===== config.mk =====
export PLATFORM = sky130hd
export DESIGN_NAME = uart_fifo_top
export DESIGN_NICKNAME = d
export VERILOG_FILES = /design/src/rtl/uart_pkg.sv /design/src/rtl/uart_sync_fifo.sv /design/src/rtl/uart_fifo_top.sv
export SDC_FILE = /design/constraint.sdc
export NUM_CORES = 1
export LEC_CHECK = 0
export CORE_MARGIN = 10
export CORE_UTILIZATION = 55
export DETAILED_ROUTE_END_ITERATION = 6
export GPL_TIMING_DRIVEN = 0
export PLACE_DENSITY = 0.72
export SLEW_MARGIN = 20
export SYNTH_ARGS = -nofsm -noshare
export SYNTH_HDL_FRONTEND = slang
export SYNTH_SLANG_ARGS = --single-unit

===== constraint.sdc =====
create_clock -name clk -period 11.7 [get_ports clk]
set_input_delay 2.34 -clock clk [delete_from_list [all_inputs] [get_ports clk]]
set_output_delay 2.34 -clock clk [all_outputs]
set_load 0.01 [all_outputs]

===== src/rtl/uart_pkg.sv =====
// Shared definitions for the UART: register strobe indices, status/config bit
// positions, the bit-engine state enum and a parity helper.
package uart_pkg;

    localparam int W_TXDATA = 0;
    localparam int W_IE     = 1;
    localparam int W_DIVL   = 4;
    localparam int W_DIVH   = 5;
    localparam int W_CFG    = 6;

    localparam int R_RXDATA = 0;
    localparam int R_STAT   = 1;
    localparam int R_RXCNT  = 2;
    localparam int R_TXCNT  = 3;

    localparam int S_RXRDY   = 0;
    localparam int S_TXRDY   = 1;
    localparam int S_PERR    = 2;
    localparam int S_FERR    = 3;
    localparam int S_OVF     = 4;
    localparam int S_TOVF    = 5;
    localparam int S_TXEMPTY = 6;
    localparam int S_TXFULL  = 7;

    localparam int C_LOOP  = 0;
    localparam int C_OHEL  = 1;
    localparam int C_PEN   = 2;
    localparam int C_EIGHT = 3;

    typedef enum logic [2:0] {
        ST_IDLE,
        ST_START,
        ST_DATA,
        ST_PARITY,
        ST_STOP
    } uart_state_e;

    // Parity bit that makes the frame even (odd=0) or odd (odd=1); bit 7 ignored for 7-bit data.
    function automatic logic calcParity(input logic [7:0] d, input logic eight, input logic odd);
        return (^(eight ? d : {1'b0, d[6:0]})) ^ odd;
    endfunction

endpackage


===== src/rtl/uart_sync_fifo.sv =====
// Synchronous FIFO used for both UART directions; a push on a full FIFO only
// succeeds when a pop happens on the same edge.
module uart_sync_fifo #(
    parameter int WIDTH = 8,
    parameter int DEPTH = 16
) (
    input  logic                     clk,
    input  logic                     rst,
    input  logic                     i_push,
    input  logic                     i_pop,
    input  logic [WIDTH-1:0]         i_data,
    output logic [WIDTH-1:0]         o_data,
    output logic [$clog2(DEPTH):0]   o_count,
    output logic                     o_full,
    output logic                     o_empty
);

    localparam int AW = $clog2(DEPTH);
    localparam int CW = AW + 1;

    logic [WIDTH-1:0] r_mem [DEPTH];
    logic [AW-1:0]    r_wrPtr;
    logic [AW-1:0]    r_rdPtr;
    logic [CW-1:0]    r_count;
    logic             w_doPush;
    logic             w_doPop;

    assign o_full   = (r_count == CW'(DEPTH));
    assign o_empty  = (r_count == '0);
    assign o_count  = r_count;
    assign o_data   = r_mem[r_rdPtr];
    assign w_doPush = i_push && (!o_full || i_pop);
    assign w_doPop  = i_pop && !o_empty;

    always_ff @(posedge clk) begin
        if (w_doPush) begin
            r_mem[r_wrPtr] <= i_data;
        end
    end

    always_ff @(posedge clk) begin
        if (rst) begin
            r_wrPtr <= '0;
            r_rdPtr <= '0;
            r_count <= '0;
        end else begin
            if (w_doPush) begin
                r_wrPtr <= r_wrPtr + AW'(1);
            end
            if (w_doPop) begin
                r_rdPtr <= r_rdPtr + AW'(1);
            end
            case ({w_doPush, w_doPop})
                2'b10:   r_count <= r_count + CW'(1);
                2'b01:   r_count <= r_count - CW'(1);
                default: r_count <= r_count;
            endcase
        end
    end

endmodule


===== src/rtl/uart_fifo_top.sv =====
// FIFO-buffered UART with programmable divisor, sticky error status and maskable interrupt.
// Define UART_LOOPBACK_EN to build the internal TX->RX loopback selected by CFG[0].
module uart_fifo_top
    import uart_pkg::*;
#(
    parameter int              DIVW     = 16,
    parameter logic [DIVW-1:0] DIV_RST  = 16'd433,
    parameter int              TX_DEPTH = 16,
    parameter int              RX_DEPTH = 16
) (
    input  logic       clk,
    input  logic       rst,
    input  logic [7:0] WRITES,
    input  logic [7:0] READS,
    input  logic [7:0] UDI,
    input  logic       RX,
    output logic       TX,
    output logic       UART_INT,
    output logic [7:0] UDO
);

    logic [3:0]      r_ie;
    logic [3:0]      r_cfg;
    logic [DIVW-1:0] r_div;
    logic            r_tovf, r_ovf, r_ferr, r_perr;
    logic [DIVW-1:0] w_div;
    logic [2:0]      w_lastIdx;
    logic [7:0]      w_status;
    logic            w_unused;

    logic [7:0]                  w_txData;
    logic [$clog2(TX_DEPTH):0]   w_txCount;
    logic                        w_txFull, w_txEmpty, w_txPush, w_txPop, w_txLoad, w_txBit, w_txTick;
    uart_state_e                 r_txState, w_txStateNext;
    logic [DIVW-1:0]             r_txCnt;
    logic [2:0]                  r_txIdx;
    logic [7:0]                  r_txShift;
    logic                        r_txPar, r_txPin;

    logic [7:0]                  w_rxData, w_rxByte;
    logic [$clog2(RX_DEPTH):0]   w_rxCount;
    logic                        w_rxFull, w_rxEmpty, w_rxPush, w_rxPop, w_rxTick, w_rxFall, w_rxIn;
    logic                        w_ferrSet, w_perrSet;
    uart_state_e                 r_rxState, w_rxStateNext;
    logic [DIVW-1:0]             r_rxCnt;
    logic [2:0]                  r_rxIdx;
    logic [7:0]                  r_rxShift;
    logic                        r_rxParBit, r_rxSync1, r_rxSync2, r_rxPrev;

    assign w_unused  = &{1'b0, WRITES[7], WRITES[3:2], READS[7:4], r_cfg[C_LOOP]};
    assign w_div     = (r_div == '0) ? DIVW'(1) : r_div;
    assign w_lastIdx = r_cfg[C_EIGHT] ? 3'd7 : 3'd6;
    assign w_txPush  = WRITES[W_TXDATA];
    assign w_rxPop   = READS[R_RXDATA];
    assign w_txTick  = (r_txCnt == '0);
    assign w_rxTick  = (r_rxCnt == '0);
    assign w_rxFall  = r_rxPrev & ~r_rxSync2;

`ifdef UART_LOOPBACK_EN
    assign TX     = r_cfg[C_LOOP] ? 1'b1 : r_txPin;
    assign w_rxIn = r_cfg[C_LOOP] ? r_txPin : RX;
`else
    assign TX     = r_txPin;
    assign w_rxIn = RX;
`endif

    uart_sync_fifo #(.WIDTH(8), .DEPTH(TX_DEPTH)) u_txFifo (
        .clk(clk), .rst(rst), .i_push(w_txPush), .i_pop(w_txPop), .i_data(UDI),
        .o_data(w_txData), .o_count(w_txCount), .o_full(w_txFull), .o_empty(w_txEmpty)
    );

    uart_sync_fifo #(.WIDTH(8), .DEPTH(RX_DEPTH)) u_rxFifo (
        .clk(clk), .rst(rst), .i_push(w_rxPush), .i_pop(w_rxPop), .i_data(w_rxByte),
        .o_data(w_rxData), .o_count(w_rxCount), .o_full(w_rxFull), .o_empty(w_rxEmpty)
    );

    always_ff @(posedge clk) begin
        if (rst) begin
            r_ie   <= '0;
            r_cfg  <= '0;
            r_div  <= DIV_RST;
            r_tovf <= 1'b0;
            r_ovf  <= 1'b0;
            r_ferr <= 1'b0;
            r_perr <= 1'b0;
        end else begin
            if (WRITES[W_IE])   r_ie <= UDI[3:0];
            if (WRITES[W_DIVL]) r_div[7:0] <= UDI;
            if (WRITES[W_DIVH]) r_div[DIVW-1:8] <= UDI[DIVW-9:0];
            if (WRITES[W_CFG])  r_cfg <= UDI[3:0];
            // A flag raised on the same edge as a status read survives the clear.
            r_tovf <= (w_txPush & w_txFull & ~w_txPop) | (r_tovf & ~READS[R_STAT]);
            r_ovf  <= (w_rxPush & w_rxFull & ~w_rxPop) | (r_ovf  & ~READS[R_STAT]);
            r_ferr <= w_ferrSet | (r_ferr & ~READS[R_STAT]);
            r_perr <= w_perrSet | (r_perr & ~READS[R_STAT]);
        end
    end

    always_comb begin
        w_txStateNext = r_txState;
        w_txPop       = 1'b0;
        w_txLoad      = 1'b0;
        w_txBit       = 1'b1;
        case (r_txState)
            ST_IDLE: begin
                if (!w_txEmpty) begin
                    w_txPop       = 1'b1;
                    w_txLoad      = 1'b1;
                    w_txStateNext = ST_START;
                end
            end
            ST_START: begin
                w_txBit = 1'b0;
                if (w_txTick) w_txStateNext = ST_DATA;
            end
            ST_DATA: begin
                w_txBit = r_txShift[0];
                if (w_txTick && r_txIdx == w_lastIdx) begin
                    w_txStateNext = r_cfg[C_PEN] ? ST_PARITY : ST_STOP;
                end
            end
            ST_PARITY: begin
                w_txBit = r_txPar;
                if (w_txTick) w_txStateNext = ST_STOP;
            end
            ST_STOP: begin
                if (w_txTick) begin
                    if (!w_txEmpty) begin
                        w_txPop       = 1'b1;
                        w_txLoad      = 1'b1;
                        w_txStateNext = ST_START;
                    end else begin
                        w_txStateNext = ST_IDLE;
                    end
                end
            end
            default: w_txStateNext = ST_IDLE;
        endcase
    end

    // The pin is registered from the state, so it lags the FSM by one clock.
    always_ff @(posedge clk) begin
        if (rst) begin
            r_txState <= ST_IDLE;
            r_txCnt   <= '0;
            r_txIdx   <= '0;
            r_txShift <= '0;
            r_txPar   <= 1'b0;
            r_txPin   <= 1'b1;
        end else begin
            r_txState <= w_txStateNext;
            r_txPin   <= w_txBit;
            if (w_txLoad) begin
                r_txShift <= w_txData;
                r_txPar   <= calcParity(w_txData, r_cfg[C_EIGHT], r_cfg[C_OHEL]);
                r_txCnt   <= w_div;
            end else if (r_txState != ST_IDLE) begin
                if (w_txTick) begin
                    r_txCnt <= w_div;
                    if (r_txState == ST_START) r_txIdx <= '0;
                    if (r_txState == ST_DATA) begin
                        r_txShift <= {1'b0, r_txShift[7:1]};
                        r_txIdx   <= r_txIdx + 3'd1;
                    end
                end else begin
                    r_txCnt <= r_txCnt - DIVW'(1);
                end
            end
        end
    end

    always_comb begin
        w_rxStateNext = r_rxState;
        w_rxPush      = 1'b0;
        w_ferrSet     = 1'b0;
        w_perrSet     = 1'b0;
        w_rxByte      = r_cfg[C_EIGHT] ? r_rxShift : {1'b0, r_rxShift[7:1]};
        case (r_rxState)
            ST_IDLE: begin
                if (w_rxFall) w_rxStateNext = ST_START;
            end
            ST_START: begin
                if (w_rxTick) w_rxStateNext = r_rxSync2 ? ST_IDLE : ST_DATA;
            end
            ST_DATA: begin
                if (w_rxTick && r_rxIdx == w_lastIdx) begin
                    w_rxStateNext = r_cfg[C_PEN] ? ST_PARITY : ST_STOP;
                end
            end
            ST_PARITY: begin
                if (w_rxTick) w_rxStateNext = ST_STOP;
            end
            ST_STOP: begin
                if (w_rxTick) begin
                    w_rxPush      = 1'b1;
                    w_ferrSet     = ~r_rxSync2;
                    w_perrSet     = r_cfg[C_PEN] &&
                                    (r_rxParBit != calcParity(w_rxByte, r_cfg[C_EIGHT], r_cfg[C_OHEL]));
                    w_rxStateNext = ST_IDLE;
                end
            end
            default: w_rxStateNext = ST_IDLE;
        endcase
    end

    always_ff @(posedge clk) begin
        if (rst) begin
            r_rxSync1  <= 1'b1;
            r_rxSync2  <= 1'b1;
            r_rxPrev   <= 1'b1;
            r_rxState  <= ST_IDLE;
            r_rxCnt    <= '0;
            r_rxIdx    <= '0;
            r_rxShift  <= '0;
            r_rxParBit <= 1'b0;
        end else begin
            r_rxSync1 <= w_rxIn;
            r_rxSync2 <= r_rxSync1;
            r_rxPrev  <= r_rxSync2;
            r_rxState <= w_rxStateNext;
            if (r_rxState == ST_IDLE) begin
                if (w_rxFall) r_rxCnt <= w_div >> 1;
            end else if (w_rxTick) begin
                r_rxCnt <= w_div;
                if (r_rxState == ST_START)  r_rxIdx <= '0;
                if (r_rxState == ST_PARITY) r_rxParBit <= r_rxSync2;
                if (r_rxState == ST_DATA) begin
                    r_rxShift <= {r_rxSync2, r_rxShift[7:1]};
                    r_rxIdx   <= r_rxIdx + 3'd1;
                end
            end else begin
                r_rxCnt <= r_rxCnt - DIVW'(1);
            end
        end
    end

    always_comb begin
        w_status            = '0;
        w_status[S_TXFULL]  = w_txFull;
        w_status[S_TXEMPTY] = w_txEmpty;
        w_status[S_TOVF]    = r_tovf;
        w_status[S_OVF]     = r_ovf;
        w_status[S_FERR]    = r_ferr;
        w_status[S_PERR]    = r_perr;
        w_status[S_TXRDY]   = ~w_txFull;
        w_status[S_RXRDY]   = ~w_rxEmpty;
    end

    always_comb begin
        UDO = 8'h00;
        if (READS[R_RXDATA]) begin
            UDO = w_rxEmpty ? 8'h00 : w_rxData;
        end else if (READS[R_STAT]) begin
            UDO = w_status;
        end else if (READS[R_RXCNT]) begin
            UDO = 8'(w_rxCount);
        end else if (READS[R_TXCNT]) begin
            UDO = 8'(w_txCount);
        end
    end

    assign UART_INT = |(r_ie & {r_tovf | r_ovf | r_ferr | r_perr,
                                w_txEmpty & (r_txState == ST_IDLE),
                                ~w_rxEmpty,
                                w_rxFull});

endmodule


After elaboration in Yosys (flattened, before gate mapping). Memory sizes are Yosys's and may differ from the RTL's. A register that Yosys moved wholly into a read port is not among the register bits. Cells that the tools add are included.

Add/subtract/negate cells: 12. $mul: 0. Div/mod/pow operators: 0. $lt $le $gt $ge: 0. Equal/unequal tests: 27. Shift operators: 0. Mux-type cells: 59. Bitwise gates (word level): 27. Reduce and logical (&&, ||, !) cells: 38.

Operators by type and width (count): two-way mux 16 bit (7); two-way mux 8 bit (10); logical NOT 16 bit (3); two-way mux 3 bit (15); subtractor 16 x 1 -> 16 bit (second input constant) (2); one-hot mux 3 bit (5 select lines) (2); inequality test 2 bit (second input constant) (10); one-hot mux 5 bit (2 select lines) (2); adder 4 x 1 -> 4 bit (second input constant) (4); two-way mux 4 bit (4); XOR reduction 8 bit (2); two-way mux 1 bit (14); nonzero test 2 bit (7); == test 3 x 2 -> 1 bit (second input constant) (4); AND reduction 3 bit (4); adder 5 x 1 -> 5 bit (second input constant) (2); AND 1 bit (10); == test 5 bit (second input constant) (2); logical NOT 5 bit (2); two-way mux 5 bit (2); AND reduction 5 bit (2); subtractor 5 x 1 -> 5 bit (second input constant) (2); logical AND 1 bit (7); inverter 1 bit (7); 19 further kinds (37).

Register bits: 120. Latch bits: 0. Memory bits (writable): 256. Bits in read-only memories: 0. Bits of input ports: 27. Output and inout bits: 10. Logic and storage cells: 193. Memories: 2.

Memories: u_rxFifo.r_mem (words 16, width 8, rd ports 1, clocked after memory_dff 1, wr ports 1, RTL line uart_sync_fifo.sv:21) `logic [WIDTH-1:0] r_mem [DEPTH];`; u_txFifo.r_mem (words 16, width 8, rd ports 1, clocked after memory_dff 1, wr ports 1, RTL line uart_sync_fifo.sv:21).

Logic depth before layout (Yosys ltp). Gate-level depths: netlist (run 1).

Depth after elaboration: 9. Gate-level depth with buffers: 18. Mapped depth without buffers: 16.

Cells and area by module. Synthesis (run 1) repeated with hierarchy kept, for this count alone.

Cell total of the unflattened synthesis: 1318. Area total of the unflattened synthesis: 16941.2 um^2.

By module, submodules not included: uart_sync_fifo (instances 2, cells an instance 319, area each 5811.8 um^2, seq. area each 4184.0 um^2); uart_fifo_top (instances 1, cells an instance 680, area each 5317.6 um^2, seq. area each 1861.8 um^2).

Worst setup path before layout (run 1). No wires, ideal clock.

Path kind: input -> output. Start: input READS[0]. End: output UDO[0]. Data arrival time: 3.335 ns. Data required time: 9.360 ns. Path slack: 6.025 ns. Cell stages on the path: 5. Path buffers: 2. Cells stage by stage: buf_1 > nor2b_1 > clkbuf_1 > nand2_1 > o21ai_0.

Cells in the longest elaborated chain, start to end: 1.

Ends and longest elaborated chain: start: declaration (RTL line uart_fifo_top.sv:14) `input logic [7:0] READS,`; two-way mux 8 bit (RTL line uart_fifo_top.sv:251) `if (READS[R_RXDATA]) begin`; end: declaration (RTL line uart_fifo_top.sv:19) `output logic [7:0] UDO`.

No other way between the ends.

Worst setup path in the final report (run 1). Ends and elaborated chain as after synthesis.

==> results.sh, run 1 <==
export IMPL_yosys_area_share_simple=0.104
export IMPL_cts_clk_slew_worst_paths_ns=0.06
export IMPL_crit_type="input port to primary output"
export IMPL_use_met3=0.0375
export IMPL_cts_tree="built"
export IMPL_cts_resized_gates=0
export IMPL_synth_seq_area_share=0.617
export IMPL_fp_coreArea_mm2=0.0297
export IMPL_ant_nets=0
export IMPL_drc=0
export IMPL_synth_mux_area_fraction=0.137
export IMPL_die_w_um=194
export IMPL_synth_ff_type="edfxtp_1"
export IMPL_clock_latency_ns=0.53
export IMPL_drt_pass1_iterations=5
export IMPL_min_period_over_period=0.588
export IMPL_drt_total_wl_um=38500
export IMPL_grtUsageTotal=0.202
export IMPL_skew_ns=0.0188
export IMPL_syn_to_final_growth_pct=12.5
export IMPL_synthCells=1245
export IMPL_crit_arrival_ns=4.53
export IMPL_die_area_mm2=0.0375
export IMPL_max_cap_viol_count=0
export IMPL_synth_avg_cell_area_um2=13.3
export IMPL_cts_inserted_buffers=40
export IMPL_met2_usage=0.332
export IMPL_ys_ff_latch=383
export IMPL_async_reset_ff_frac=0
export IMPL_grtUsageMet1=0.266
export IMPL_ys_warn_count=0
export IMPL_synth_top_family_by_area="multiplexers"
export IMPL_synth_fp_nets=1295
export IMPL_synth_area_leaders="edfxtp_1 46%, dfxtp_1 15%, mux4_2 10%"
export IMPL_via_per_inst=6.07
export IMPL_postPlaceCellArea_mm2=0.0173
export IMPL_wire_per_inst_um=22.2
export IMPL_maxSlewViolCount=0
export IMPL_port_buffers=24
export IMPL_tns_ns=0
export IMPL_p_leak_nw=6.20
export IMPL_fp_row_count=63
export IMPL_grt_busiest_layer="met2"
export IMPL_p_per_area_mw_per_mm2=201
export IMPL_clock_sinks=383
export IMPL_drive_gt1_frac=0.130
export IMPL_initial_core_util=0.558
export IMPL_synth_xor_area_frac=0.0245
export IMPL_io_pins=37
export IMPL_fp_dieH_um=194
export IMPL_synth_edf_count=256
export IMPL_synth_compound_area_frac=0.0764
export IMPL_synthAdderAreaFrac=0.0178
export IMPL_htree_levels=2
export IMPL_hold_violations=0
export IMPL_fmax_mhz=145
export IMPL_worstHoldPathCells=1
export IMPL_hold_class="flop to flop"
export IMPL_yosys_area_top_type_share=0.464
export IMPL_path_max_fanout=10
export IMPL_nNetsFinal=1361
export IMPL_synth_distinct_cells=61
export IMPL_postCtsSetupRepairBufs=0
export IMPL_synth_area_leader_cell="edfxtp_1"
export IMPL_synth_area_mm2=0.0166
export IMPL_outcome="finished, final reports clean"
export IMPL_hold_buffers=0
export IMPL_cts_root_buf="clkbuf_16"
export IMPL_antenna_found_initial=1
export IMPL_slew_headroom=0.358
export IMPL_dr_first_iter_drc_count=983
export IMPL_period_needed_ns=6.87
export IMPL_grt_max_degree=21
export IMPL_via_count=10500
export IMPL_rsz0062_at_grt="no"
export IMPL_worstSetupStartpointType="input port"
export IMPL_r2r_cells=15
export IMPL_design_area_mm2=0.0187
export IMPL_cts_buffer_depth=3
export IMPL_cp_required_ns=9.36
export IMPL_post_dp_hpwl_um=25700
export IMPL_grt_pass1_vias=10200
export IMPL_setup_violations=0
export IMPL_grt_pass1_wl_um=60300
export IMPL_end_kind="primary output"
export IMPL_peakVddDrop_uv=129
export IMPL_worst_slew_pin_slew_ns=0.963
export IMPL_fin_total_pwr_w=0.00376
export IMPL_grt_overflow_total=0
export IMPL_gp_congestion=0.871
cells in the final DEF (no fill, tap or decap), types with 6 or more instances in the layout:
master and count:
nor2_1 142, a211oi_1 27, xnor2_1 13, nor2b_1 14, clkdlybuf4s50_1 24, nand3_1 23
a21o_1 6, clkbuf_1 71, edfxtp_1 256, and2_1 13, xor2_1 23, o21ai_0 50
clkinv_2 8, o22ai_1 6, mux4_2 76, a21oi_1 61, ha_1 22, nor4_1 9
mux2_2 14, nor3_2 9, a22oi_1 13, mux2i_1 41, inv_1 21, nand2b_1 14
nand2_1 82, buf_1 11, or3_1 17, nor3_1 19, clkbuf_16 41, dfxtp_1 127
a211o_1 6
routing by layer:
metal	wire length [µm]	vias up
met1	16200	5252
met5	0	-
met3	2470	73
met4	1010	0
met2	18800	357
li1	-	4827
worst paths after layout:
path / from / endpoint / slack, ns
hold reg to reg: r_rxSync1 / r_rxSync2 / 0.41
setup reg to reg: r_txCnt[9] / u_txFifo.o_count[4] / 6.82
setup / recovery: READS[0] / UDO[0] / 4.83
hold / removal: r_rxSync1 / r_rxSync2 / 0.41
final cells by class:
class / instances / area [µm²]
inverters: 22 / 82.6
repair buffers: 24 / 240
clock inverters: 22 / 226
clock buffers: 50 / 1070
flip-flops and latches: 383 / 10200
well taps: 390 / 488
plain buffers: 77 / 295
diodes: 1 / 2.50
multi-input cells: 763 / 6020
fillers: 2173 / 11100
state kept, by name, summed over array words and instances, names as in the netlist, 5 cells and up, named ones only:
name and cells:
u_rxFifo.r_mem 128, u_txFifo.r_mem 128, r_div 16, r_rxCnt 16, r_txCnt 16, r_rxShift 8, r_txShift 8, u_rxFifo.o_count 5
u_txFifo.o_count 5
kinds of logic (layout without fill, tap and decap cells):
| family | Yosys count | count (layout) |
|---|---|---|
| flip-flops | 383 | 383 |
| multiplexers | 131 | 131 |
| other | 0 | 1 |
| AO/OA/AOI/OAI | 201 | 201 |
| buffers and inverters | 99 | 195 |
| AND/OR/NAND/NOR | 368 | 368 |
| XOR/XNOR | 40 | 40 |
| adder cells (fa/ha/maj) | 23 | 23 |
where the power goes:
part	internal (W)	switching, W
registers	0.00151	0.0000608
logic	0.000398	0.000530
clock network	0.000741	0.000515
total	0.00265	0.00111
per-stage QoR:
stage	utilization	setup WS, ns	instances	hold WS (ns)
detailed placement	0.584	4.87	1659	0.393
global placement	0.582	4.93	1659	0.391
floorplan	-	6.02	1245	0.389
global route	0.628	4.65	1732	0.432
finish	0.628	4.83	1732	0.407
CTS	0.627	4.84	1731	0.406
critical path, stage by stage:
cell,delay [ns]
buf_1,0.34
nor2b_1,0.35
clkbuf_1,0.49
nand2_1,0.11
o21ai_0,0.24
clkdlybuf4s50_1,0.66
Yosys cell counts (all sizes together) (23+ instances only):
cell type	instances
a211oi	27
o21ai	51
xor2	23
mux2i	41
a21oi	61
nor3	28
edfxtp	256
mux4	76
dfxtp	127
nand3	23
clkbuf	63
nand2	82
nor2	142
Note: power is estimated with default switching activity, not from simulation.
==> inputs of run 2 (changes only) <==
Settings changed: PLACE_DENSITY 0.72 to 0.75.
Clock period 11.7 ns to 5.53 ns, I/O delays scaled along.
==> results.sh, run 2 (synthesis gave the netlist of run 1 again) <==
export IMPL_fp_dieH_um=194
export IMPL_hold_buffers=0
export IMPL_seq_power_share=0.422
export IMPL_crit_end="u_txFifo.o_count[4]"
export IMPL_ant_nets=0
export IMPL_setup_violations=0
export IMPL_crit_type="flop to flop"
export IMPL_tns_ns=0
export IMPL_layout_cells_non_filler=1731
export IMPL_path_buf_inv=2
export IMPL_dr_first_iter_drc_count=1036
export IMPL_p_comb_frac=0.250
export IMPL_drt_pass1_iterations=5
export IMPL_io_pins=37
export IMPL_gp_congestion=0.902
export IMPL_final_cell_mix="256 x edfxtp_1, 142 x nor2_1, 127 x dfxtp_1"
export IMPL_rsz0062_at_grt="no"
export IMPL_initial_core_util=0.558
export IMPL_syn_to_final_growth_pct=12.3
export IMPL_hold_class="flop to flop"
export IMPL_antenna_found_initial=0
export IMPL_cp_num_cells=15
export IMPL_grt_pass1_wl_um=59700
export IMPL_worstSetupStartpointType="flop"
export IMPL_hold_violations=0
export IMPL_worst_path_most_repeated_cell="a21oi_1"
export IMPL_ff2ff_setup_slack_ns=0.58
export IMPL_fmax_mhz=202
export IMPL_dp_cells=1659
export IMPL_critPathSlowestCell="a2111oi_4"
export IMPL_power_frac_clock=0.328
export IMPL_htree_levels=2
export IMPL_cts_buffer_depth=3
export IMPL_p_leak_nw=6.19
export IMPL_cp_required_ns=5.97
export IMPL_min_period_over_period=0.895
export IMPL_grt_overflow_total=0
export IMPL_cts_clk_slew_worst_paths_ns=0.06
export IMPL_die_w_um=194
export IMPL_path_max_fanout=11
export IMPL_via_per_inst=6.10
export IMPL_period_needed_ns=4.95
export IMPL_cts_root_buf="clkbuf_16"
export IMPL_maxSlewViolCount=0
export IMPL_via_count=10600
export IMPL_grt_max_degree=21
export IMPL_slew_headroom=0.273
export IMPL_drive_gt1_frac=0.128
export IMPL_postCtsSetupRepairBufs=0
export IMPL_switching_power_w=0.00233
export IMPL_p_per_area_mw_per_mm2=423
export IMPL_fp_row_count=63
export IMPL_r2r_cells=15
export IMPL_grt_pass1_vias=10300
export IMPL_critPathMaxStageDelay_ns=0.79
export IMPL_crit_arrival_ns=5.39
export IMPL_cts_resized_gates=0
export IMPL_cts_tree="built"
export IMPL_clock_latency_ns=0.53
export IMPL_fp_coreArea_mm2=0.0297
export IMPL_skew_ns=0.0250
export IMPL_reg_largest_list="u_rxFifo.r_mem: 128 flops, u_txFifo.r_mem: 128 flops"
export IMPL_layout_commonest_cell="edfxtp_1"
export IMPL_cts_inserted_buffers=40
export IMPL_nNetsFinal=1361
export IMPL_r2r_start="r_txCnt[9]"
export IMPL_drt_total_wl_um=37800
export IMPL_crit_start="r_txCnt[9]"
export IMPL_end_kind="flop"
export IMPL_internal_power_w=0.00555
export IMPL_grtUsageTotal=0.198
export IMPL_cpLargestDelayFamily="simple AND/OR/NAND/NOR gates"
export IMPL_die_area_mm2=0.0375
export IMPL_peakVddDrop_uv=280
export IMPL_switching_share=0.296
export IMPL_clock_sinks=383
export IMPL_post_dp_hpwl_um=25200
export IMPL_antenna_cells=0
export IMPL_drc=0
export IMPL_crit_chain="or4_4 -> or3_1 -> or3_4 -> a2111oi_4 -> buf_2 -> ha_1 -> clkbuf_1 -> xor2_1 -> ha_1 -> o21ai_0 -> a21oi_1 -> a21oi_1 -> xor2_1 -> or3_1 -> a21oi_1"
export IMPL_port_buffers=24
export IMPL_wire_per_inst_um=21.8
export IMPL_worst_slew_pin_slew_ns=1.08
export IMPL_outcome="finished, final reports clean"
export IMPL_max_cap_viol_count=0
export IMPL_r2r_end="u_txFifo.o_count[4]"
## run 2: cell count changes in the layout (fill, tap and decap cells not counted), sizes merged
cell,change
buf,-1
clkinvlp,-1
bufinv,-3
inv,-2
diode,-1
clkinv,-3
clkbuf,+10
## run 2: metal layers
layer  global-route usage  up-vias  share of wire
met5                    0        -              0
met4               0.0458        0          0.018
met3               0.0361       57          0.067
met2                0.327      394           0.49
met1                0.267     5290           0.42
li1                     -     4825              -
## run 2: cell type report
class                           count  area, µm²
Buffer                             77        297
Clock buffer                       59       1170
Clock inverter                     13       96.3
Fill cell                        2117      11100
Inverter                           22       82.6
Multi-Input combinational cell    763       6010
Sequential cell                   383      10200
Tap cell                          390        488
Timing Repair Buffer               24        240
## run 2: through the flow
step / cell area [µm²] / setup slack [ns] / util / total power (W) / hold slack (ns)
after floorplan: 16600 / 1.28 / - / 0.00483 / 0.389
after global placement: 17300 / 0.797 / 0.582 / 0.00527 / 0.392
after detailed placement: 17300 / 0.733 / 0.584 / 0.00532 / 0.396
after CTS: 18600 / 0.531 / 0.626 / 0.00788 / 0.409
after global routing: 18600 / 0.314 / 0.626 / 0.00824 / 0.429
final: 18600 / 0.580 / 0.626 / 0.00788 / 0.408
## run 2: worst min-delay path by stage
stage	start	to	slack (ns)	cells after the start
final	r_rxSync1	r_rxSync2	0.41	1
after detailed placement	r_rxSync1	r_rxSync2	0.40	1
after floorplan	r_rxSync1	r_rxSync2	0.39	1
after global routing	r_rxSync1	r_rxSync2	0.43	1
after CTS	r_rxSync1	r_rxSync2	0.41	1
after global placement	r_rxSync1	r_rxSync2	0.39	1
## run 2: power by group through the flow
stage,registers [W],clock network (W),logic (W)
floorplan,0.00334,0,0.00149
global placement,0.00337,0,0.00190
detailed placement,0.00338,0,0.00194
CTS,0.00332,0.00261,0.00195
global route,0.00334,0.00272,0.00217
finish,0.00332,0.00259,0.00197
